### src/rtl/prewish_pkg.sv
// Shared types and constants for the LED pattern sequencer.
// Holds the FSM state type, the default pattern set and the pattern lookup
// used by the ROM sub-module.
package prewish_pkg;

  typedef enum logic [1:0] {
    ST_IDLE   = 2'd0,
    ST_STROBE = 2'd1,
    ST_HOLD   = 2'd2,
    ST_ERR    = 2'd3
  } prewish_state_e;

  // Largest pattern table the ROM can serve; the index is at most 4 bits.
  localparam int PATTERN_SLOTS = 16;

  // Default patterns, in sequence order; a set bit lights the LED.
  localparam logic [7:0] PAT_0 = 8'hAA;
  localparam logic [7:0] PAT_1 = 8'hF0;
  localparam logic [7:0] PAT_2 = 8'hCC;
  localparam logic [7:0] PAT_3 = 8'h81;

  // Full pattern table. The first four entries are the default set; the rest
  // exist so builds with more patterns still produce a sensible light show.
  function automatic logic [7:0] pattern_lookup(input logic [3:0] idx);
    logic [7:0] pat;
    case (idx)
      4'd0:    pat = PAT_0;
      4'd1:    pat = PAT_1;
      4'd2:    pat = PAT_2;
      4'd3:    pat = PAT_3;
      4'd4:    pat = 8'h55;
      4'd5:    pat = 8'h0F;
      4'd6:    pat = 8'h33;
      4'd7:    pat = 8'h7E;
      4'd8:    pat = 8'h18;
      4'd9:    pat = 8'h24;
      4'd10:   pat = 8'h42;
      4'd11:   pat = 8'h99;
      4'd12:   pat = 8'hC3;
      4'd13:   pat = 8'h3C;
      4'd14:   pat = 8'hE7;
      default: pat = 8'hFF;
    endcase
    return pat;
  endfunction

endpackage

### src/rtl/prewish_pattern_rom.sv
// Combinational pattern ROM: maps a pattern index to its 8-bit LED pattern.
// Indices at or beyond NUM_PATTERNS read as all-off.
module prewish_pattern_rom
  import prewish_pkg::*;
#(
  parameter int NUM_PATTERNS = 4,
  parameter int IDX_W        = 2
) (
  input  logic [IDX_W-1:0] idx_i,
  output logic [7:0]       pattern_o
);

  localparam logic [4:0] NUM_PAT_W = 5'(NUM_PATTERNS);

  logic [3:0] idx_ext;

  // Zero-extend the index to the table width, then look up the pattern.
  always_comb begin
    idx_ext              = '0;
    idx_ext[IDX_W-1:0]   = idx_i;
    pattern_o            = 8'h00;
    if ({1'b0, idx_ext} < NUM_PAT_W) begin
      pattern_o = pattern_lookup(idx_ext);
    end
  end

endmodule

### src/rtl/prewish_sequencer.sv
// LED pattern sequencer. Writes each ROM pattern to a bus responder with a
// single-beat strobe, waits for the acknowledge, holds the pattern for
// 2^HOLD_BITS cycles, then moves to the next one. A missing acknowledge
// parks the block in an error state until the next start request.
module prewish_sequencer
  import prewish_pkg::*;
#(
  parameter int HOLD_BITS    = 22,
  parameter int NUM_PATTERNS = 4,
  parameter int ACK_TIMEOUT  = 15,
  parameter int LOOP         = 1
) (
  input  logic       CLK_I,
  input  logic       RST_I,
  input  logic       go_i,
  input  logic       stop_i,
  input  logic       ACK_I,
  output logic       CYC_O,
  output logic       STB_O,
  output logic       WE_O,
  output logic [7:0] DAT_O,
  output logic       busy_o,
  output logic       err_o
);

  localparam int IDX_W = $clog2(NUM_PATTERNS);
  localparam int TMO_W = $clog2(ACK_TIMEOUT + 1);

  localparam logic [IDX_W-1:0] LAST_IDX  = IDX_W'(NUM_PATTERNS - 1);
  localparam logic [TMO_W-1:0] TMO_LIMIT = TMO_W'(ACK_TIMEOUT - 1);

  prewish_state_e       state_q, state_d;
  logic [IDX_W-1:0]     idx_q, idx_d;
  logic [HOLD_BITS-1:0] hold_q, hold_d;
  logic [TMO_W-1:0]     tmo_q, tmo_d;
  logic                 stb_q, stb_d;
  logic                 err_q, err_d;
  logic [7:0]           dat_q, dat_d;
  logic [7:0]           rom_pattern;

  // Pattern for the index the FSM is about to present, so DAT_O is valid on
  // the same edge the strobe rises.
  prewish_pattern_rom #(
    .NUM_PATTERNS (NUM_PATTERNS),
    .IDX_W        (IDX_W)
  ) u_rom (
    .idx_i     (idx_d),
    .pattern_o (rom_pattern)
  );

  // Next-state logic: sequencing, hold counting and acknowledge timeout.
  always_comb begin
    state_d = state_q;
    idx_d   = idx_q;
    hold_d  = hold_q;
    tmo_d   = tmo_q;

    case (state_q)
      ST_IDLE: begin
        hold_d = '0;
        tmo_d  = '0;
        if (go_i && !stop_i) begin
          state_d = ST_STROBE;
          idx_d   = '0;
        end
      end

      ST_STROBE: begin
        if (stop_i) begin
          state_d = ST_IDLE;
          hold_d  = '0;
          tmo_d   = '0;
        end else if (ACK_I) begin
          // An acknowledge on the expiry edge still counts as a success.
          state_d = ST_HOLD;
          hold_d  = '0;
          tmo_d   = '0;
        end else if (tmo_q == TMO_LIMIT) begin
          state_d = ST_ERR;
          tmo_d   = '0;
        end else begin
          tmo_d = tmo_q + 1'b1;
        end
      end

      ST_HOLD: begin
        if (stop_i) begin
          state_d = ST_IDLE;
          hold_d  = '0;
          tmo_d   = '0;
        end else if (&hold_q) begin
          hold_d = '0;
          tmo_d  = '0;
          if (idx_q != LAST_IDX) begin
            state_d = ST_STROBE;
            idx_d   = idx_q + 1'b1;
          end else if (LOOP != 0) begin
            state_d = ST_STROBE;
            idx_d   = '0;
          end else begin
            state_d = ST_IDLE;
          end
        end else begin
          hold_d = hold_q + 1'b1;
        end
      end

      ST_ERR: begin
        // Only a fresh start leaves the error state; abort is meaningless here.
        hold_d = '0;
        tmo_d  = '0;
        if (go_i) begin
          state_d = ST_STROBE;
          idx_d   = '0;
        end
      end

      default: begin
        state_d = ST_IDLE;
        idx_d   = '0;
        hold_d  = '0;
        tmo_d   = '0;
      end
    endcase
  end

  // Registered bus and status outputs derived from the next state; the data
  // bus only loads while strobing so it keeps the last written pattern.
  always_comb begin
    stb_d = (state_d == ST_STROBE);
    err_d = (state_d == ST_ERR);
    dat_d = dat_q;
    if (state_d == ST_STROBE) begin
      dat_d = rom_pattern;
    end
  end

  // State and output registers; reset clears everything without a clock.
  always_ff @(posedge CLK_I or negedge RST_I) begin
    if (!RST_I) begin
      state_q <= ST_IDLE;
      idx_q   <= '0;
      hold_q  <= '0;
      tmo_q   <= '0;
      stb_q   <= 1'b0;
      err_q   <= 1'b0;
      dat_q   <= 8'h00;
    end else begin
      state_q <= state_d;
      idx_q   <= idx_d;
      hold_q  <= hold_d;
      tmo_q   <= tmo_d;
      stb_q   <= stb_d;
      err_q   <= err_d;
      dat_q   <= dat_d;
    end
  end

  assign CYC_O  = stb_q;
  assign STB_O  = stb_q;
  assign WE_O   = stb_q;
  assign DAT_O  = dat_q;
  assign busy_o = (state_q == ST_STROBE) || (state_q == ST_HOLD);
  assign err_o  = err_q;

endmodule

### config.mk
export PLATFORM = sky130hd
export DESIGN_NAME = prewish_sequencer
export DESIGN_NICKNAME = d
export VERILOG_FILES = /design/src/rtl/prewish_pkg.sv /design/src/rtl/prewish_pattern_rom.sv /design/src/rtl/prewish_sequencer.sv
export SDC_FILE = /design/constraint.sdc
export NUM_CORES = 1
export LEC_CHECK = 0
export ABC_CLOCK_PERIOD_IN_PS = 2300
export CORE_ASPECT_RATIO = 1.75
export CORE_MARGIN = 5
export CORE_UTILIZATION = 52
export CTS_CLUSTER_SIZE = 20
export DETAILED_ROUTE_END_ITERATION = 16
export PLACE_DENSITY_LB_ADDON = 0.1
export SLEW_MARGIN = 25
export SYNTH_ARGS = -nofsm -noshare
export SYNTH_HDL_FRONTEND = slang
export SYNTH_SLANG_ARGS = --single-unit
### constraint.sdc
create_clock -name CLK_I -period 2.3 [get_ports CLK_I]
set_clock_uncertainty 0.1 [all_clocks]
set_input_delay 0.345 -clock CLK_I [delete_from_list [all_inputs] [get_ports CLK_I]]
set_output_delay 0.345 -clock CLK_I [all_outputs]
set_load 0.02 [all_outputs]
After elaboration in Yosys (flattened, before gate mapping) --
Cells that the tools add are included.
Storage, ports and cells: output and inout bits 13, register bits after elaboration 40, bits of input ports 5, word-level logic and storage cells 55
Operators by class: muxes and demuxes 26, reductions and logical operators 7, $add $sub $neg 3, equal/unequal tests 12
Operators with widths (count):
- $mux 22 | 4
- $pmux 22 s3 | 1
- $pmux 8 s4 | 1
- $mux 2 | 12
- $add 22x1->22 const B | 1
- $reduce_and 22->1 | 1
- $mux 4 | 5
- $pmux 4 s3 | 1
- $eq 2x2->1 const B | 5
- $pmux 2 s4 | 1
- $eq 2x1->1 const B | 3
- $ne 3x3->1 const B | 2
- $pmux 2 s3 | 1
- $add 4x1->4 const B | 1
- $eq 4x4->1 const B | 1
- $logic_not 2->1 | 2
- $add 2x1->2 const B | 1
- $ne 2x2->1 const B | 1
- $reduce_or 2->1 | 1
- $logic_and 1x1->1 | 1
- $logic_not 1->1 | 1
- $logic_or 1x1->1 | 1

Longest topological paths before layout --
depth in word-level cells 7, gate-level depth with buffers 8, gate-level depth less buffers 8

By module --
Synthesis repeated with hierarchy kept, for this count alone.
Second synthesis, totals: cells, all modules 216, area total of the unflattened synthesis 2207.1 um^2
By module, submodules not included:
- prewish_sequencer | instances 1, sequential area each 1001.0 um^2, cells an instance 206, area each 2125.8 um^2
- prewish_pattern_rom | instances 1, sequential area each 0.0 um^2, cells an instance 10, area each 81.3 um^2

Worst setup path after synthesis --
OpenSTA, ideal clock, no wires.
kind flip-flop to flip-flop, from register state_q[1], to register dat_q[1], in the netlist DAT_O[1], data required time 2075 ps, path buffers 0, period minus slack after synthesis 2275 ps, setup slack 25 ps, cell stages (with the launch flop) 9, library setup time 125 ps, arrival 2050 ps, cells stage by stage dfrtp_1 -> inv_1 -> ha_1 -> and2b_1 -> nand2_1 -> a21oi_1 -> o32ai_1 -> a211oi_4 -> mux2_4
Between the ends: word-level cells in the longest chain between the ends 5, elaborated cells between the ends (all ways) 19, those cells by class eq/ne (7); mux (10); reduce/logical (2)
RTL lines:
- start, declared | line prewish_sequencer.sv:32 | prewish_state_e state_q, state_d;
- start signal, assigned | line prewish_sequencer.sv:149 | state_q <= state_d;
- $mux 2 | line prewish_sequencer.sv:78 | end else if (tmo_q == TMO_LIMIT) begin
- $mux 2 | line prewish_sequencer.sv:73 | end else if (ACK_I) begin
- $mux 2 | line prewish_sequencer.sv:69 | if (stop_i) begin
- $pmux 2 s4 * | line prewish_sequencer.sv:58 | case (state_q)
- $eq 2x1->1 *
- named net stb_d | line prewish_sequencer.sv:36 | logic stb_q, stb_d;
- end signal, assigned | line prewish_sequencer.sv:155 | dat_q <= dat_d;
- end, declared | line prewish_sequencer.sv:38 | logic [7:0] dat_q, dat_d;
The timed path passes the listed nets; every way through them passes the cells marked *. The select of a mux whose other input is x is not followed. A chain may end at the register's enable or synchronous reset.

Worst setup path in the final report --
from register state_q[0], to output port busy_o
Between the ends: word-level cells in the longest chain between the ends 2, elaborated cells between the ends (all ways) 3, those cells by class eq/ne (2); reduce/logical (1)
RTL lines:
- $eq 2x1->1 / $eq 2x2->1 (equally long branches) | line prewish_sequencer.sv:163 | assign busy_o = (state_q == ST_STROBE) || (state_q == ST_HOLD);
- $logic_or 1x1->1 * | line prewish_sequencer.sv:163
- end, declared | line prewish_sequencer.sv:22 | output logic busy_o,
Mark *: on every way between the ends. The rest lies on a longest branch, timed or not.

==> qor.yml <==
status:
  run_status: "finished clean"
critical_path:
  timing.critical_path.from_type: "register"
  worstPathRequired_ns: 1.86
  worstRegToRegCells: 9
  max_stage_delay_ns: 0.60
  critical_path.slowest_cell: "clkdlybuf4s50_1"
  timing.rr.start: "tmo_q[0]$_DFFE_PN0P_"
  critical_path.cell_chain: "inv_1 > ha_2 > clkdlybuf4s50_1"
  crit_path_max_fanout: 3
  cp.arrival_ns: 1.74
  crit_path_end_kind: "output port"
  worst_r2r_endpoint: "DAT_O[4]$_DFFE_PN0N_"
  regToRegSetupSlack_ns: 0.12
  crit_type: "reg -> out"
synthesis:
  synth.cell_area_um2: 2220
  synth_area_per_cell_um2: 10.2
  synth_edf_count: 0
  post_synth_num_cell_types: 48
  portion_of_the_post_synthesis_area_used_by_sequential_elements_pct: 45.0
  yosys_register_bits: 40
  synth.net_count: 233
  netlist_instances: 219
  asyncSetResetFlopFracSynth_pct: 100
  synth_top_flop_cell: "dfrtp_1"
  yosys_warnings: 0
flow_run:
  drv_cap: 0
timing:
  worst_pin_slew_ns: 0.895
  timing_hold_violations_final: 0
  final.period_utilization_pct: 95.2
  slew_headroom_pct: 40.3
  timing.fmax_ghz: 0.457
  layout_min_cycle_time_ns: 2.19
  timing.final.max_slew_violations: 0
  finalSetupViolCount: 0
grt:
  grt_most_used_layer: "met2"
  grt_pass1_wl_mm: 8.11
  track_usage_pct: 18.8
  grt_start_max_net_pins: 41
  antenna_found_initial: 0
  use_met2_pct: 38.1
  first_global_vias: 1884
  grtUsageMet3_pct: 3.32
  groute.layer.met1.usage_pct: 17.8
  globalRouteOverflowTotal: 0
clock_network:
  tritoncts: "done"
  hold_buffers: 0
  h-tree-depth: 2
  clock_path_buffers: 2
  path_clk_slew_ns: 0.08
  clkLatencyLatePin_ns: 0.29
  clock_sinks: 40
  numCtsBuffers: 5
  cts_root_buf: "clkbuf_8"
place:
  post-dp-hpwl_mm: 3.67
  numPortBuffers: 17
  gpl.final_weighted_congestion: 0.860
power_and_ir_drop:
  finalPower_mw: 2.09
  power.static_leakage_nw: 1.20
  ir_drop_uv: 741
  power.density_cell_area_nw_per_um2: 763
detailed_routing:
  wl_per_cell_um: 15.5
  drt-vias-per-instance: 5.58
  routed_wirelength_mm: 4.83
  drt-pass1-iter-count: 4
  drc: 0
  drtAntennaViolNets: 0
  num_vias: 1740
  initial_drt_markers: 64
layout:
  utilization_pct: 65.9
  mostFrequentLayoutCell: "dfrtp_1"
  layout.nets: 276
  fillers: 346
  mostFrequentLayoutCells: "dfrtp_1, nor2_1, nand2_1, buf_4, clkdlybuf4s50_1"
  synthesis_to_finish_area_growth_pct: 23.0
  antenna_cells_inserted: 0
  layout_cell_share_with_drive_strength_beyond_1_pct: 23.2
floorplanning:
  height_of_the_die_um: 96.5
  start_util_pct: 53.6
  die_area_um2: 5730
  core_region_area_um2: 4150
  num_rows: 31
  fp.dieW_um: 59.4
  pin_count: 18
min_path:
  hold_class: "in -> async"
## metrics by stage
step | hold WS, ns | instances | worst slack (ns) | instance area (um^2) | TNS [ns]
after floorplan | -0.0506 | 219 | 0.0252 | 2220 | 0
after global placement | 0.354 | 302 | -0.0790 | 2580 | -0.516
after detailed placement | 0.353 | 302 | -0.129 | 2580 | -0.980
after CTS | 0.0950 | 310 | 0.0200 | 2700 | 0
after global routing | 0.127 | 312 | -0.00556 | 2740 | -0.00556
final | 0.0743 | 312 | 0.111 | 2740 | 0
## area by class of cell
type / instances / area, um^2 / area share [%]
Clock buffer: 6 / 72.6 / 2.65
Sequential cell: 40 / 1000 / 36.6
Tap cell: 49 / 61.3 / 2.24
Inverter: 10 / 37.5 / 1.37
Multi-Input combinational cell: 165 / 1180 / 43.3
Clock inverter: 2 / 35.0 / 1.28
Timing Repair Buffer: 40 / 342 / 12.5
## power breakdown
group	switching (mW)	leakage (nW)	total, mW	internal, mW
Combinational	0.402	0.617	0.767	0.365
Clock	0.233	0.0552	0.555	0.322
Sequential	0.0291	0.532	0.764	0.735
Total	0.665	1.20	2.09	1.42
## flip-flops by register name (all words and copies together) (netlist names)
signal and count:
CYC_O 1, state_q 2, hold_q 22, DAT_O 8, err_o 1, idx_q 2
tmo_q 4
## timing repair
action,CTS,global route
gates cloned,0,0
pin swaps,0,1
setup endpoints to repair,5,26
endpoints found under the hold margin,0,0
setup buffers,0,2
gates resized for setup,3,6
## worst max-delay path by stage
stage	depth (start not counted)	endpoint	start
final	3	busy_o	state_q[0]$_DFF_PN0_
after CTS	9	DAT_O[4]$_DFFE_PN0N_	state_q[0]$_DFF_PN0_
after global routing	10	DAT_O[0]$_DFFE_PN0N_	state_q[0]$_DFF_PN0_
after detailed placement	7	DAT_O[2]$_DFFE_PN0N_	stop_i
after floorplan	8	DAT_O[1]$_DFFE_PN0N_	state_q[1]$_DFF_PN0_
after global placement	8	DAT_O[2]$_DFFE_PN0N_	ACK_I
## cell families (layout without fill, tap and decap cells)
logic type | after synthesis | count (layout) | share of synthesized area (%)
DFF | 40 | 40 | 45.0
xor gates and xnor gates | 15 | 15 | 5.91
buffers and inverters | 14 | 58 | 2.81
and+or+nand+nor | 98 | 98 | 25.1
AOI/OAI and AO/OA | 36 | 36 | 12.0
muxes | 7 | 7 | 4.05
adders and majority gates | 9 | 9 | 5.06
## Yosys cell counts, types with 3 or more instances
| library cell | n | area share [%] |
|---|---|---|
| a21oi_1 | 8 | 1.8 |
| and3_1 | 5 | 1.4 |
| and4_1 | 4 | 1.6 |
| dfrtp_1 | 40 | 45 |
| ha_1 | 9 | 5.1 |
| inv_1 | 9 | 1.5 |
| mux2_4 | 4 | 2.7 |
| mux2i_1 | 3 | 1.4 |
| nand2_1 | 22 | 3.7 |
| nand2b_1 | 6 | 1.7 |
| nand3_1 | 8 | 1.8 |
| nand4_1 | 3 | 0.84 |
| nand4_2 | 3 | 1.7 |
| nor2_1 | 27 | 4.6 |
| o21ai_0 | 11 | 2.5 |
| o31ai_1 | 4 | 1.4 |
| xnor2_1 | 8 | 3.2 |
| xor2_1 | 7 | 2.8 |
## critical path, delay by kind of cell (launching register included)
kind | cells | cell delay, ns
buf+inv | 2 | 0.71
flops | 1 | 0.43
fa+ha+maj | 1 | 0.32
## per-layer routing
metal	vias up	share of wire, %
met1	851	36
li1	850	-
met5	-	0
met4	0	1.2
met3	6	3.0
met2	33	59
Power figures use the tool's default switching activity.
